File: src/rtl/miner_pkg.sv
// Shared types and helpers for the nonce dispatcher: FSM states, width
// defaults, the hash/target comparison and a lowest-lane priority pick.
package miner_pkg;

  typedef enum logic [1:0] {
    ST_IDLE,
    ST_RUN,
    ST_DRAIN,
    ST_DONE
  } state_t;

  localparam int unsigned DEF_NONCE_W = 32;
  localparam int unsigned DEF_HASH_W  = 32;
  localparam int unsigned MAX_LANES   = 16;
  localparam int unsigned MAX_HASH_W  = 64;

  function automatic logic hash_le_target(input logic [MAX_HASH_W-1:0] hash,
                                          input logic [MAX_HASH_W-1:0] target);
    return hash <= target;
  endfunction

  function automatic logic [3:0] lowest_set(input logic [MAX_LANES-1:0] vec);
    logic [3:0] idx;
    logic       found;
    idx   = '0;
    found = 1'b0;
    for (int unsigned i = 0; i < MAX_LANES; i++) begin
      if (vec[i] && !found) begin
        idx   = 4'(i);
        found = 1'b1;
      end
    end
    return idx;
  endfunction

endpackage

File: src/rtl/result_fifo.sv
// Synchronous show-ahead FIFO holding winning nonces; clear has priority
// over push/pop, and a push into a full FIFO is accepted only alongside a pop.
module result_fifo #(
  parameter int unsigned WIDTH = 32,
  parameter int unsigned DEPTH = 8
) (
  input  logic             clk,
  input  logic             rst,
  input  logic             i_clear,
  input  logic             i_push,
  input  logic [WIDTH-1:0] i_data,
  input  logic             i_pop,
  output logic [WIDTH-1:0] o_data,
  output logic             o_full,
  output logic             o_empty
);

  localparam int unsigned AW = (DEPTH > 1) ? $clog2(DEPTH) : 1;
  localparam int unsigned CW = $clog2(DEPTH) + 1;

  logic [WIDTH-1:0] r_mem [DEPTH];
  logic [AW-1:0]    r_rd_ptr;
  logic [AW-1:0]    r_wr_ptr;
  logic [CW-1:0]    r_count;
  logic             w_pop;
  logic             w_push;

  assign o_full  = (r_count == CW'(DEPTH));
  assign o_empty = (r_count == '0);
  assign w_pop   = i_pop & ~o_empty;
  assign w_push  = i_push & (~o_full | w_pop);
  assign o_data  = o_empty ? '0 : r_mem[r_rd_ptr];

  always_ff @(posedge clk or posedge rst) begin
    if (rst) begin
      r_rd_ptr <= '0;
      r_wr_ptr <= '0;
      r_count  <= '0;
    end else if (i_clear) begin
      r_rd_ptr <= '0;
      r_wr_ptr <= '0;
      r_count  <= '0;
    end else begin
      if (w_push) r_wr_ptr <= (r_wr_ptr == AW'(DEPTH - 1)) ? '0 : r_wr_ptr + 1'b1;
      if (w_pop)  r_rd_ptr <= (r_rd_ptr == AW'(DEPTH - 1)) ? '0 : r_rd_ptr + 1'b1;
      r_count <= r_count + CW'(w_push) - CW'(w_pop);
    end
  end

  always_ff @(posedge clk) begin
    if (w_push && !i_clear) r_mem[r_wr_ptr] <= i_data;
  end

endmodule

File: src/rtl/nonce_dispatcher.sv
// Slices a job's nonce range across NUM_CORES lock-step lanes, bounds
// in-flight batches, and queues winning nonces for the serial handler.
module nonce_dispatcher
  import miner_pkg::*;
#(
  parameter int unsigned NUM_CORES    = 4,
  parameter int unsigned NONCE_W      = DEF_NONCE_W,
  parameter int unsigned HASH_W       = DEF_HASH_W,
  parameter int unsigned MAX_INFLIGHT = 8,
  parameter int unsigned RESULT_DEPTH = 8
) (
  input  logic                         clk,
  input  logic                         rst,
  input  logic                         work_restart,
  input  logic                         new_work,
  input  logic [HASH_W-1:0]            work_target,
  input  logic [NONCE_W-1:0]           nonce_start,
  input  logic [NONCE_W-1:0]           nonce_end,
  output logic                         got_work,
  output logic                         exhausted,
  output logic                         core_flush,
  input  logic                         core_ready,
  output logic                         core_issue,
  output logic [NUM_CORES-1:0]         core_lane_en,
  output logic [NUM_CORES*NONCE_W-1:0] core_nonce,
  input  logic                         core_out_valid,
  input  logic [NUM_CORES-1:0]         core_out_en,
  input  logic [NUM_CORES*NONCE_W-1:0] core_out_nonce,
  input  logic [NUM_CORES*HASH_W-1:0]  core_out_hash,
  output logic                         result_valid,
  output logic [NONCE_W-1:0]           result_nonce,
  input  logic                         result_ready,
  output logic                         hit_overflow
);

  localparam int unsigned OW = $clog2(MAX_INFLIGHT + 1);
  localparam int unsigned BW = NONCE_W + 1;

  state_t                       r_state;
  logic [HASH_W-1:0]            r_target;
  logic [NONCE_W-1:0]           r_end;
  logic [BW-1:0]                r_base;
  logic [OW-1:0]                r_outstanding;
  logic                         r_got_work;
  logic                         r_exhausted;
  logic                         r_core_flush;
  logic                         r_hit_overflow;
  logic [NUM_CORES-1:0]         r_lane_en;
  logic [NUM_CORES*NONCE_W-1:0] r_core_nonce;

  logic                         w_ctl;
  logic                         w_issue;
  logic                         w_ret;
  logic [OW-1:0]                w_out_next;
  logic [BW-1:0]                w_base_next;
  logic                         w_last_batch;
  logic [BW-1:0]                w_load_base;
  logic [NONCE_W-1:0]           w_load_end;
  logic [BW-1:0]                w_lane_sum;
  logic [NUM_CORES-1:0]         w_lane_en;
  logic [NUM_CORES*NONCE_W-1:0] w_lane_nonce;
  logic [NUM_CORES-1:0]         w_hit;
  logic [3:0]                   w_win_idx;
  logic [NONCE_W-1:0]           w_win_nonce;
  logic                         w_push;
  logic                         w_multi;
  logic                         w_pop;
  logic                         w_drop;
  logic                         w_fifo_full;
  logic                         w_fifo_empty;

  // Job control pre-empts any issue or hit in the same cycle.
  assign w_ctl        = new_work | work_restart;
  assign w_issue      = (r_state == ST_RUN) & core_ready &
                        (r_outstanding < OW'(MAX_INFLIGHT)) & ~w_ctl;
  assign w_ret        = core_out_valid & (r_outstanding != '0);
  assign w_out_next   = r_outstanding + OW'(w_issue) - OW'(w_ret);
  assign w_base_next  = r_base + BW'(NUM_CORES);
  assign w_last_batch = w_base_next > {1'b0, r_end};
  assign w_load_base  = new_work ? {1'b0, nonce_start} : w_base_next;
  assign w_load_end   = new_work ? nonce_end : r_end;

  // Lane contents for the next batch, precomputed so they are registered
  // and valid in the cycle the batch is offered.
  always_comb begin
    w_lane_sum   = '0;
    w_lane_en    = '0;
    w_lane_nonce = '0;
    for (int unsigned i = 0; i < NUM_CORES; i++) begin
      w_lane_sum                       = w_load_base + BW'(i);
      w_lane_nonce[i*NONCE_W +: NONCE_W] = w_lane_sum[NONCE_W-1:0];
      w_lane_en[i]                     = w_lane_sum <= {1'b0, w_load_end};
    end
  end

  always_comb begin
    w_hit       = '0;
    w_win_nonce = '0;
    for (int unsigned i = 0; i < NUM_CORES; i++) begin
      w_hit[i] = core_out_valid & core_out_en[i] &
                 ((r_state == ST_RUN) | (r_state == ST_DRAIN)) &
                 hash_le_target(MAX_HASH_W'(core_out_hash[i*HASH_W +: HASH_W]),
                                MAX_HASH_W'(r_target));
    end
    w_win_idx = lowest_set(MAX_LANES'(w_hit));
    for (int unsigned i = 0; i < NUM_CORES; i++) begin
      if (4'(i) == w_win_idx) w_win_nonce = core_out_nonce[i*NONCE_W +: NONCE_W];
    end
  end

  assign w_push  = |w_hit;
  assign w_multi = |(w_hit & (w_hit - NUM_CORES'(1)));
  assign w_pop   = result_ready & ~w_fifo_empty;
  assign w_drop  = w_push & w_fifo_full & ~w_pop;

  result_fifo #(
    .WIDTH (NONCE_W),
    .DEPTH (RESULT_DEPTH)
  ) u_result_fifo (
    .clk     (clk),
    .rst     (rst),
    .i_clear (w_ctl),
    .i_push  (w_push),
    .i_data  (w_win_nonce),
    .i_pop   (result_ready),
    .o_data  (result_nonce),
    .o_full  (w_fifo_full),
    .o_empty (w_fifo_empty)
  );

  always_ff @(posedge clk or posedge rst) begin
    if (rst) begin
      r_state        <= ST_IDLE;
      r_target       <= '0;
      r_end          <= '0;
      r_base         <= '0;
      r_outstanding  <= '0;
      r_got_work     <= 1'b0;
      r_exhausted    <= 1'b0;
      r_core_flush   <= 1'b0;
      r_hit_overflow <= 1'b0;
      r_lane_en      <= '0;
      r_core_nonce   <= '0;
    end else begin
      r_got_work   <= 1'b0;
      r_exhausted  <= 1'b0;
      r_core_flush <= 1'b0;
      if (new_work) begin
        r_state        <= ST_RUN;
        r_target       <= work_target;
        r_end          <= nonce_end;
        r_base         <= {1'b0, nonce_start};
        r_lane_en      <= w_lane_en;
        r_core_nonce   <= w_lane_nonce;
        r_outstanding  <= '0;
        r_got_work     <= 1'b1;
        r_core_flush   <= 1'b1;
        r_hit_overflow <= 1'b0;
      end else if (work_restart) begin
        r_state       <= ST_IDLE;
        r_outstanding <= '0;
        r_core_flush  <= 1'b1;
      end else begin
        r_outstanding <= w_out_next;
        if (w_multi || w_drop) r_hit_overflow <= 1'b1;
        unique case (r_state)
          ST_IDLE: ;
          ST_RUN: begin
            if (w_issue) begin
              r_base       <= w_base_next;
              r_lane_en    <= w_lane_en;
              r_core_nonce <= w_lane_nonce;
              if (w_last_batch) r_state <= ST_DRAIN;
            end
          end
          ST_DRAIN: if (w_out_next == '0) r_state <= ST_DONE;
          ST_DONE: begin
            r_state     <= ST_IDLE;
            r_exhausted <= 1'b1;
          end
          default: r_state <= ST_IDLE;
        endcase
      end
    end
  end

  assign got_work     = r_got_work;
  assign exhausted    = r_exhausted;
  assign core_flush   = r_core_flush;
  assign core_issue   = w_issue;
  assign core_lane_en = r_lane_en;
  assign core_nonce   = r_core_nonce;
  assign result_valid = ~w_fifo_empty;
  assign hit_overflow = r_hit_overflow;

endmodule

File: config.mk
export PLATFORM = sky130hd
export DESIGN_NAME = nonce_dispatcher
export DESIGN_NICKNAME = d
export VERILOG_FILES = /design/src/rtl/miner_pkg.sv /design/src/rtl/result_fifo.sv /design/src/rtl/nonce_dispatcher.sv
export SDC_FILE = /design/constraint.sdc
export NUM_CORES = 1
export LEC_CHECK = 0
export ABC_AREA = 0
export BUFFER_PORTS_ARGS = -buffer_cell sky130_fd_sc_hd__clkbuf_2
export CAP_MARGIN = 25
export CELL_PAD_IN_SITES_DETAIL_PLACEMENT = 2
export CELL_PAD_IN_SITES_GLOBAL_PLACEMENT = 2
export CORE_UTILIZATION = 30
export CTS_CLUSTER_DIAMETER = 30
export DETAILED_ROUTE_END_ITERATION = 7
export PLACE_DENSITY_LB_ADDON = 0.1
export SLEW_MARGIN = 20
export SYNTH_ARGS = -nofsm -noshare
export SYNTH_HDL_FRONTEND = slang
export SYNTH_HIERARCHICAL = 1
export SYNTH_SLANG_ARGS = --single-unit
File: constraint.sdc
create_clock -name clk -period 18.9 [get_ports clk]
set_clock_uncertainty 0.05 [all_clocks]
set_input_delay 0.945 -clock clk [delete_from_list [all_inputs] [get_ports clk]]
set_output_delay 0.945 -clock clk [all_outputs]
set_load 0.1 [all_outputs]
==> metrics, run 1 <==
max_cap viols 0; global-route wire length before repair 193000 um; Post-Syn Nets 3437; Clk Latency, worst-skew pair 750 ps; initial antenna violation count 4; layout cells sized above 1 0.289; worst slack, placed 11790 ps; wirelength, routed 133000 um; cell count after synthesis 2761; post-synthesis async set-or-reset flop share 0.456; Setup crit start kind flip-flop; Reg2Reg Depth 17; Max VDD drop 0.0889 mV; Placement Cell Area 33800 um2; vias in the first global route 29200; drt initial violations 1365; PnR worst setup slack 12360 ps; Post-route DRC 0; CP Class reg -> reg; CTS tree built; R2R setup slack 12360 ps; Die H 316 um; setup TNS 0 ps; I/O Pins 533; Main synth FF type edfxtp_1; nets 4028; cts hold-fix bufs 0; crit path launch r_base[5]; top cells by count, synth 311 x ha_1, 256 x edfxtp_1, 215 x dfrtp_1; Core ar. 97100 um2; CP Capture Type flip-flop; unrepaired setup endpoints after global routing no; Max Clk Rate 153 MHz; DRT Pass-1 Iters 5; via count 25900; root buf cell clkbuf_16; Num CTS Buffers 139; Synth top area share 0.260; CTS clk-pin slew, worst paths 40 ps; number of failing hold endpoints at the final stage 0; CP Max Fanout 16; Slew Limit Fails 0; gr ovfl total 0; outcome finished, final reports clean; Synth Register Bits 471; H-Tree Depth 4; register area share after synthesis 0.442; Buffers on Ports 532; row count 114; Setup violations, final 0; CP arrival 7070 ps; RR Endpoint core_lane_en[3]; largest net degree at the start of global routing 113; Critical R2R Launch r_base[5]; Post-CTS Setup Bufs 0; cell area after layout 38700 um2; Tmin final 6540 ps; Syn. warnings 6; Finished Core Util 0.398; Final period util 0.346; synthesized area 29600 um2; CTS Sinks 471; Die X-Extent 316 um; Slew HR 0.298; die area 99900 um2; worst min path class in -> async; Critical path destination core_lane_en[3]; Slew @ Worst Pin 1050 ps; RePlAce Congestion 0.935; EDFF count, synth 256; Starting Density 0.305; Leak 16.6 nW; most common cell in the netlist ha_1; clk buf depth 3; Worst Path Required 19430 ps; syn_area_per_cell 10.7 um2; filler instances 10300; Total GRT Usage 0.264; Yosys cell types 88; largest cells by area after synthesis edfxtp_1 26%, dfrtp_1 18%, ha_1 13%; multi-input logic area 15100 um2; hpwl dp 99200 um; Seq. cell area 13100 um2; Area Growth Syn to Fin 30.8%; Yosys top cell by area edfxtp_1; PwrDens 144 nW/um2; Wirelength per Cell 28.0 um; via density per instance 5.45; # resized after CTS 0; post-route ant nets 0
-- metrics by stage --
stage          cells  hold slack, ps  power (mW)
2_1_floorplan   2761             414        2.66
3_3_place_gp    4486             433        3.14
3_5_place_dp    4487             435        3.19
4_1_cts         4744             215        5.64
5_1_grt         4748             235        5.79
6_report        4749             236        5.58
-- sequential cells by signal, summed over array words and instances, names as in the netlist, 2 cells and up --
name / flops
u_result_fifo/r_mem: 256
core_nonce: 94
r_base: 33
r_end: 32
r_target: 32
core_lane_en: 4
r_outstanding: 4
u_result_fifo/r_count: 4
u_result_fifo/r_rd_ptr: 3
u_result_fifo/r_wr_ptr: 3
r_state: 2
-- where the power goes --
part	switching, mW	total, mW	leakage [nW]	internal [mW]
clock	0.755	2.40	2.38	1.65
sequential	0.0891	1.29	4.87	1.20
combinational	1.45	1.89	9.33	0.434
total	2.29	5.58	16.6	3.28
-- worst max-delay path: stages, from the launching register on --
cell	delay, ps
dfrtp_1	550
nand4_1	650
or4_1	790
xor2_1	290
inv_1	110
mux2i_1	550
clkinv_1	480
o21ai_1	640
or4_1	380
or3_1	170
nand2_1	120
ha_1	320
nand3_1	100
o21bai_1	190
nor3_1	530
a21oi_1	150
a41oi_1	210
o41ai_1	100
-- cells in the final DEF (no fill, tap or decap), drive strengths merged, types with 8 or more instances in the layout --
cell type / instances
a211oi: 17
a21boi: 35
a21o: 42
a21oi: 111
a22o: 34
a31oi: 17
a32oi: 33
and2: 13
and3: 10
and4: 17
buf: 75
bufinv: 16
clkbuf: 710
clkinv: 60
clkinvlp: 8
dfrtp: 215
edfxtp: 256
ha: 311
inv: 195
mux2: 51
mux2i: 12
mux4: 64
nand2: 208
nand2b: 22
nand3: 87
nand4: 96
nor2: 188
nor2b: 21
nor3: 46
nor4: 34
o2111ai: 35
o211ai: 17
o21a: 14
o21ai: 149
o31ai: 16
or2: 16
or3: 14
or4: 16
xnor2: 74
xor2: 27
-- metal layers --
layer / global-route usage / up-vias / share of wire
met2: 0.469 / 682 / 0.51
met5: 0 / - / 0
li1: - / 11600 / -
met1: 0.314 / 13400 / 0.41
met4: 0.101 / 0 / 0.034
met3: 0.0496 / 226 / 0.046
-- logic make-up (layout without fill, tap and decap cells) --
logic type               count (synthesis)  count (layout)  synth area share
other                                    0               5                 0
AND/OR/NAND/NOR                        810             810             0.137
XOR/XNOR                               101             101            0.0299
multiplexers                           127             127            0.0727
flip-flops                             471             471             0.442
AO/OA/AOI/OAI                          582             582             0.134
buffers and inverters                  357            1064            0.0520
adder cells (fa/ha/maj)                313             313             0.133
-- area by class of cell --
type,count,area share
sequential,471,0.338
tap,1276,0.0413
multi-input combinational,1933,0.390
clock buffer,179,0.0987
antenna,5,0.000323
timing repair buffer,606,0.0837
inverter,201,0.0197
clock inverter,78,0.0284
-- worst min-delay path by stage --
stage | startpoint | end | depth (start not counted) | slack [ps]
after floorplan | r_base[32] | r_base[32] | 1 | 410
after global routing | rst | u_result_fifo/r_rd_ptr[2] | 2 | 230
after CTS | rst | u_result_fifo/r_rd_ptr[2] | 2 | 210
final | rst | u_result_fifo/r_rd_ptr[2] | 2 | 240
after detailed placement | r_base[32] | r_base[32] | 1 | 440
after global placement | r_base[32] | r_base[32] | 1 | 430
Note: power is estimated with default switching activity, not from simulation.
==> inputs of run 2 (changes only) <==
--- a/config.mk
+++ b/config.mk
@@ -5,7 +5,7 @@
 export SDC_FILE = /design/constraint.sdc
 export NUM_CORES = 1
 export LEC_CHECK = 0
-export ABC_AREA = 0
+export ABC_AREA = 1
 export BUFFER_PORTS_ARGS = -buffer_cell sky130_fd_sc_hd__clkbuf_2
 export CAP_MARGIN = 25
 export CELL_PAD_IN_SITES_DETAIL_PLACEMENT = 2
==> constraint.sdc (replaced) <==
create_clock -name clk -period 5.35 [get_ports clk]
set_clock_uncertainty 0.05 [all_clocks]
set_input_delay 0.2675 -clock clk [delete_from_list [all_inputs] [get_ports clk]]
set_output_delay 0.2675 -clock clk [all_outputs]
set_load 0.1 [all_outputs]
==> metrics, run 2 <==
Clk Latency, worst-skew pair 750 ps; WHS 30.9 ps; Biggest register u_result_fifo/r_mem; Wirelength per Cell 23.4 um; RR Endpoint core_lane_en[2]; syn_area_per_cell 8.04 um2; Setup crit start kind flip-flop; setup TNS 0 ps; CP arrival 5570 ps; cell count after synthesis 3840; clk buf depth 3; I/O Pins 533; Main synth FF type edfxtp_1; CTS clk-pin slew, worst paths 40 ps; Max Clk Rate 201 MHz; R2R setup slack 380 ps; Placement Cell Area 35300 um2; post-route ant nets 0; crit path launch r_base[2]; Critical R2R Launch r_base[2]; Critical path destination core_lane_en[2]; Setup violations, final 0; Die X-Extent 323 um; global-route wire length before repair 210000 um; CP Max Fanout 7; Leak 19.9 nW; Slew Limit Fails 0; CP Class reg -> reg; worst min path class in -> reg; Synth top area share 0.249; Worst Path Required 5940 ps; cell area after layout 41200 um2; top cells by count, synth 1020 x nand2_1, 429 x inv_1, 401 x nor2_1; outcome finished, final reports clean; largest cells by area after synthesis edfxtp_1 25%, dfrtp_1 17%, ha_1 13%; initial antenna violation count 9; Tmin final 4970 ps; Core ar. 102000 um2; Total GRT Usage 0.272; Post-Syn Nets 4516; register area share after synthesis 0.423; Reg2Reg Depth 30; Buffers on Ports 532; Num CTS Buffers 152; gr ovfl total 0; DRT Pass-1 Iters 5; via count 29800; CTS tree built; Post-route DRC 0; Yosys cell types 52; CP Capture Type flip-flop; Die H 323 um; CP max-delay cell dfrtp_1; hold depth 5; largest net degree at the start of global routing 140; filler instances 11600; CP peak stage delay 420 ps; Slew HR 0.304; EDFF count, synth 256; via density per instance 4.94; nets 5223; wirelength, routed 141000 um; vias in the first global route 33400; layout cells sized above 1 0.214; Tot Pwr 19.9 mW; row count 117; Final period util 0.929; Slew @ Worst Pin 1040 ps; Critical Path Most Common Cell nand2_1; max reg flops 256; post-synthesis async set-or-reset flop share 0.456; PwrDens 484 nW/um2; Max VDD drop 0.351 mV; H-Tree Depth 4; Area Growth Syn to Fin 33.2%; RePlAce Congestion 0.919; synthesized area 30900 um2; hpwl dp 106000 um; CTS Sinks 471; root buf cell clkbuf_16; Yosys top cell by area edfxtp_1; max_cap viols 0; commonest non-fill, non-tap cell in the layout nand2_1; most common cell in the netlist nand2_1; die area 104000 um2; Syn. warnings 6; number of failing hold endpoints at the final stage 0; drt initial violations 1228; Synth Register Bits 471; Starting Density 0.303; commonest cells after routing, fill and taps aside 1020 x nand2_1, 531 x clkbuf_2, 426 x inv_1; unrepaired setup endpoints after global routing no
run 2: power by group:
group	leakage, nW	switching (mW)	total [mW]	internal (mW)
Sequential	4.93	0.215	4.44	4.23
Combinational	12.5	5.47	6.91	1.44
Clock	2.45	2.72	8.57	5.85
run 2: how the worst min path moves through the flow:
| stage | from | end | slack (ps) |
|---|---|---|---|
| after CTS | core_out_nonce[73] | u_result_fifo/r_mem[1][9] | 0.9 |
| final | nonce_start[16] | r_base[16] | 30 |
| after floorplan | rst | u_result_fifo/r_count[0] | 60 |
| after global placement | rst | core_nonce[87] | 320 |
| after detailed placement | rst | core_nonce[87] | 320 |
| after global routing | nonce_start[16] | r_base[16] | 30 |
run 2: repair_timing:
action	in CTS	in global routing
setup endpoints to repair	0	1
gates resized for setup	0	4
hold endpoints to repair	157	0
hold buffers	83	0
setup buffers	0	0
run 2: per-stage QoR:
stage	instances	utilization	worst slack (ps)
after global placement	5670	0.346	466
after global routing	6042	0.404	49.4
after detailed placement	5678	0.346	302
after floorplan	3840	-	1590
final	6044	0.404	379
after CTS	6034	0.403	173
run 2: layer usage:
| metal | wire length (um) | up-vias | global-route usage |
|---|---|---|---|
| li1 | - | 14100 | - |
| met1 | 56700 | 14900 | 0.302 |
| met2 | 74200 | 588 | 0.505 |
| met3 | 4500 | 255 | 0.0445 |
| met4 | 6030 | 2 | 0.121 |
| met5 | 7 | - | 0 |
run 2: layout make-up:
type | count | area, um2 | share of cell area
Clock buffer | 199 | 4100 | 0.0997
Inverter | 444 | 1670 | 0.0407
Tap cell | 1368 | 1710 | 0.0416
Multi-Input combinational cell | 2770 | 15400 | 0.375
Antenna cell | 10 | 25.0 | 0.000608
Clock inverter | 74 | 890 | 0.0216
Sequential cell | 471 | 13100 | 0.318
Timing Repair Buffer | 708 | 4230 | 0.103
run 2: logic make-up (layout without fill, tap and decap cells):
group | after synthesis | count (layout) | share of synthesized area
DFF | 471 | 471 | 0.423
and+or+nand+nor | 1923 | 1923 | 0.267
other | 0 | 10 | 0
buffers and inverters | 599 | 1425 | 0.0803
xor gates and xnor gates | 73 | 73 | 0.0212
adders and majority gates | 313 | 313 | 0.127
AOI/OAI and AO/OA | 461 | 461 | 0.0813
run 2: critical path, delay by kind of cell (launching register included):
kind	cells	cell delay, ps
adders and majority gates	2	610
DFF	1	420
xor gates and xnor gates	2	400
and+or+nand+nor	20	2280
AOI/OAI and AO/OA	3	810
buffers and inverters	3	260
==> inputs of run 3 (changes only) <==
==> constraint.sdc (replaced) <==
create_clock -name clk -period 5.35 [get_ports clk]
set_clock_uncertainty 0.05 [all_clocks]
set_input_delay 0.2675 -clock clk [delete_from_list [all_inputs] [get_ports clk]]
set_output_delay 0.2675 -clock clk [all_outputs]
set_load 0.005 [all_outputs]
==> metrics, run 3 (synthesized netlist as in run 2, its figures left out) <==
post-route ant nets 0; Num CTS Buffers 146; vias in the first global route 32900; Tot Pwr 17.3 mW; Die H 323 um; PwrDens 423 nW/um2; layout cells sized above 1 0.212; CP Class reg -> reg; CTS Sinks 471; setup TNS 0 ps; Max VDD drop 0.261 mV; via count 29700; Finished Core Util 0.402; H-Tree Depth 4; gr ovfl total 0; Levels on crit path 28; row count 117; Reg power frac 0.261; clk buf depth 3; CP peak stage delay 540 ps; max reg flops 256; Core ar. 102000 um2; Slew Limit Fails 0; Tmin final 5060 ps; global-route wire length before repair 209000 um; hpwl dp 105000 um; wirelength, routed 141000 um; grt met2 use 0.504; Total GRT Usage 0.272; Critical Path Most Common Cell nand2_1; Clk Latency, worst-skew pair 750 ps; cell internal pwr 11.4 mW; commonest non-fill, non-tap cell in the layout nand2_1; Max Clk Rate 198 MHz; CP arrival 5600 ps; largest net degree at the start of global routing 140; met3 usage 0.0443; worst min path class in -> reg; Psw 5.88 mW; Slew @ Worst Pin 1060 ps; outcome finished, final reports clean; number of failing hold endpoints at the final stage 0; Die X-Extent 323 um; unrepaired setup endpoints after global routing no; grt met1 use 0.305; CP top delay family simple AND/OR/NAND/NOR gates; nets 5201; Starting Density 0.303; Crit path buffers/inverters 2; CTS clk-pin slew, worst paths 40 ps; commonest cells after routing, fill and taps aside 1020 x nand2_1, 532 x clkbuf_2, 426 x inv_1; hold depth 5; Post-route DRC 0; Setup crit start kind flip-flop; Final period util 0.946; Area Growth Syn to Fin 32.5%; CP Max Fanout 5; Clk pwr share 0.487; Buffers on Ports 532; Worst Path Required 5890 ps; Wirelength per Cell 23.5 um; Post-CTS Setup Bufs 0; DRT Pass-1 Iters 4; I/O Pins 533; die area 104000 um2; max_cap viols 0; drt initial violations 1240; via density per instance 4.93; Switching Fraction 0.339; filler instances 11600; initial antenna violation count 10; GRT busiest layer met2; CTS tree built; root buf cell clkbuf_16; Setup violations, final 0; Slew HR 0.283; Biggest register u_result_fifo/r_mem; Leak 19.8 nW; CP max-delay cell nor3_1; Reg2Reg Depth 28; RePlAce Congestion 0.920; CP Capture Type flip-flop; Combinational Power Share 0.252
-- run 3: timing repair --
action                                  4_1_cts  5_1_grt
hold buffers                                 75        1
gates resized for setup                       0        3
endpoints found under the setup margin        0        3
hold endpoints to repair                    139        1
-- run 3: tightest hold or removal path, cell delays in order --
cell,delay [ps]
clkbuf_2,80
nand2_1,90
o21ai_2,190
nand2_1,70
o21ai_0,80
-- run 3: worst paths after layout --
path	from	end	slack, ps
max in group asynchronous	rst	core_nonce[33]	3850
hold reg to reg	core_nonce[53]	core_nonce[53]	420
hold / removal	nonce_start[28]	r_base[28]	40
min in group asynchronous	rst	core_nonce[115]	150
setup reg to reg	r_base[3]	core_lane_en[2]	290
setup / recovery	r_base[3]	core_lane_en[2]	290
-- run 3: power by group through the flow --
stage               Sequential (mW)  Clock, mW  Combinational, mW
finish                         4.52       8.44               4.37
global route                   4.56       8.81               4.90
CTS                            4.53       8.61               4.45
detailed placement             4.57          0               4.32
global placement               4.57          0               4.22
floorplan                      4.42          0               2.58
-- run 3: cell type report --
cell class              instances  area [um2]  share of cell area
well taps                    1368        1710              0.0418
flip-flops and latches        471       13100               0.319
inverters                     444        1670              0.0409
clock inverters                69         842              0.0206
diodes                         10        25.0            0.000611
clock buffers                 199        4070              0.0995
multi-input cells            2770       15400               0.377
repair buffers                692        4100               0.100
-- run 3: metal layers --
layer,wire length [um],vias up,part of all wire
met5,13,-,0.000092
met4,5720,2,0.040
met3,4740,240,0.034
met2,74500,574,0.53
met1,56500,14800,0.40
li1,-,14100,-
-- run 3: metrics by stage --
step                std cells  hold WS [ps]  area [um2]  setup WS [ps]
floorplan                3840          57.7       30900           1590
global placement         5665           322       35200            316
detailed placement       5668           310       35200            157
CTS                      6011         0.820       40900            120
global route             6022          29.9       40900           42.3
finish                   6023          42.0       40900            288
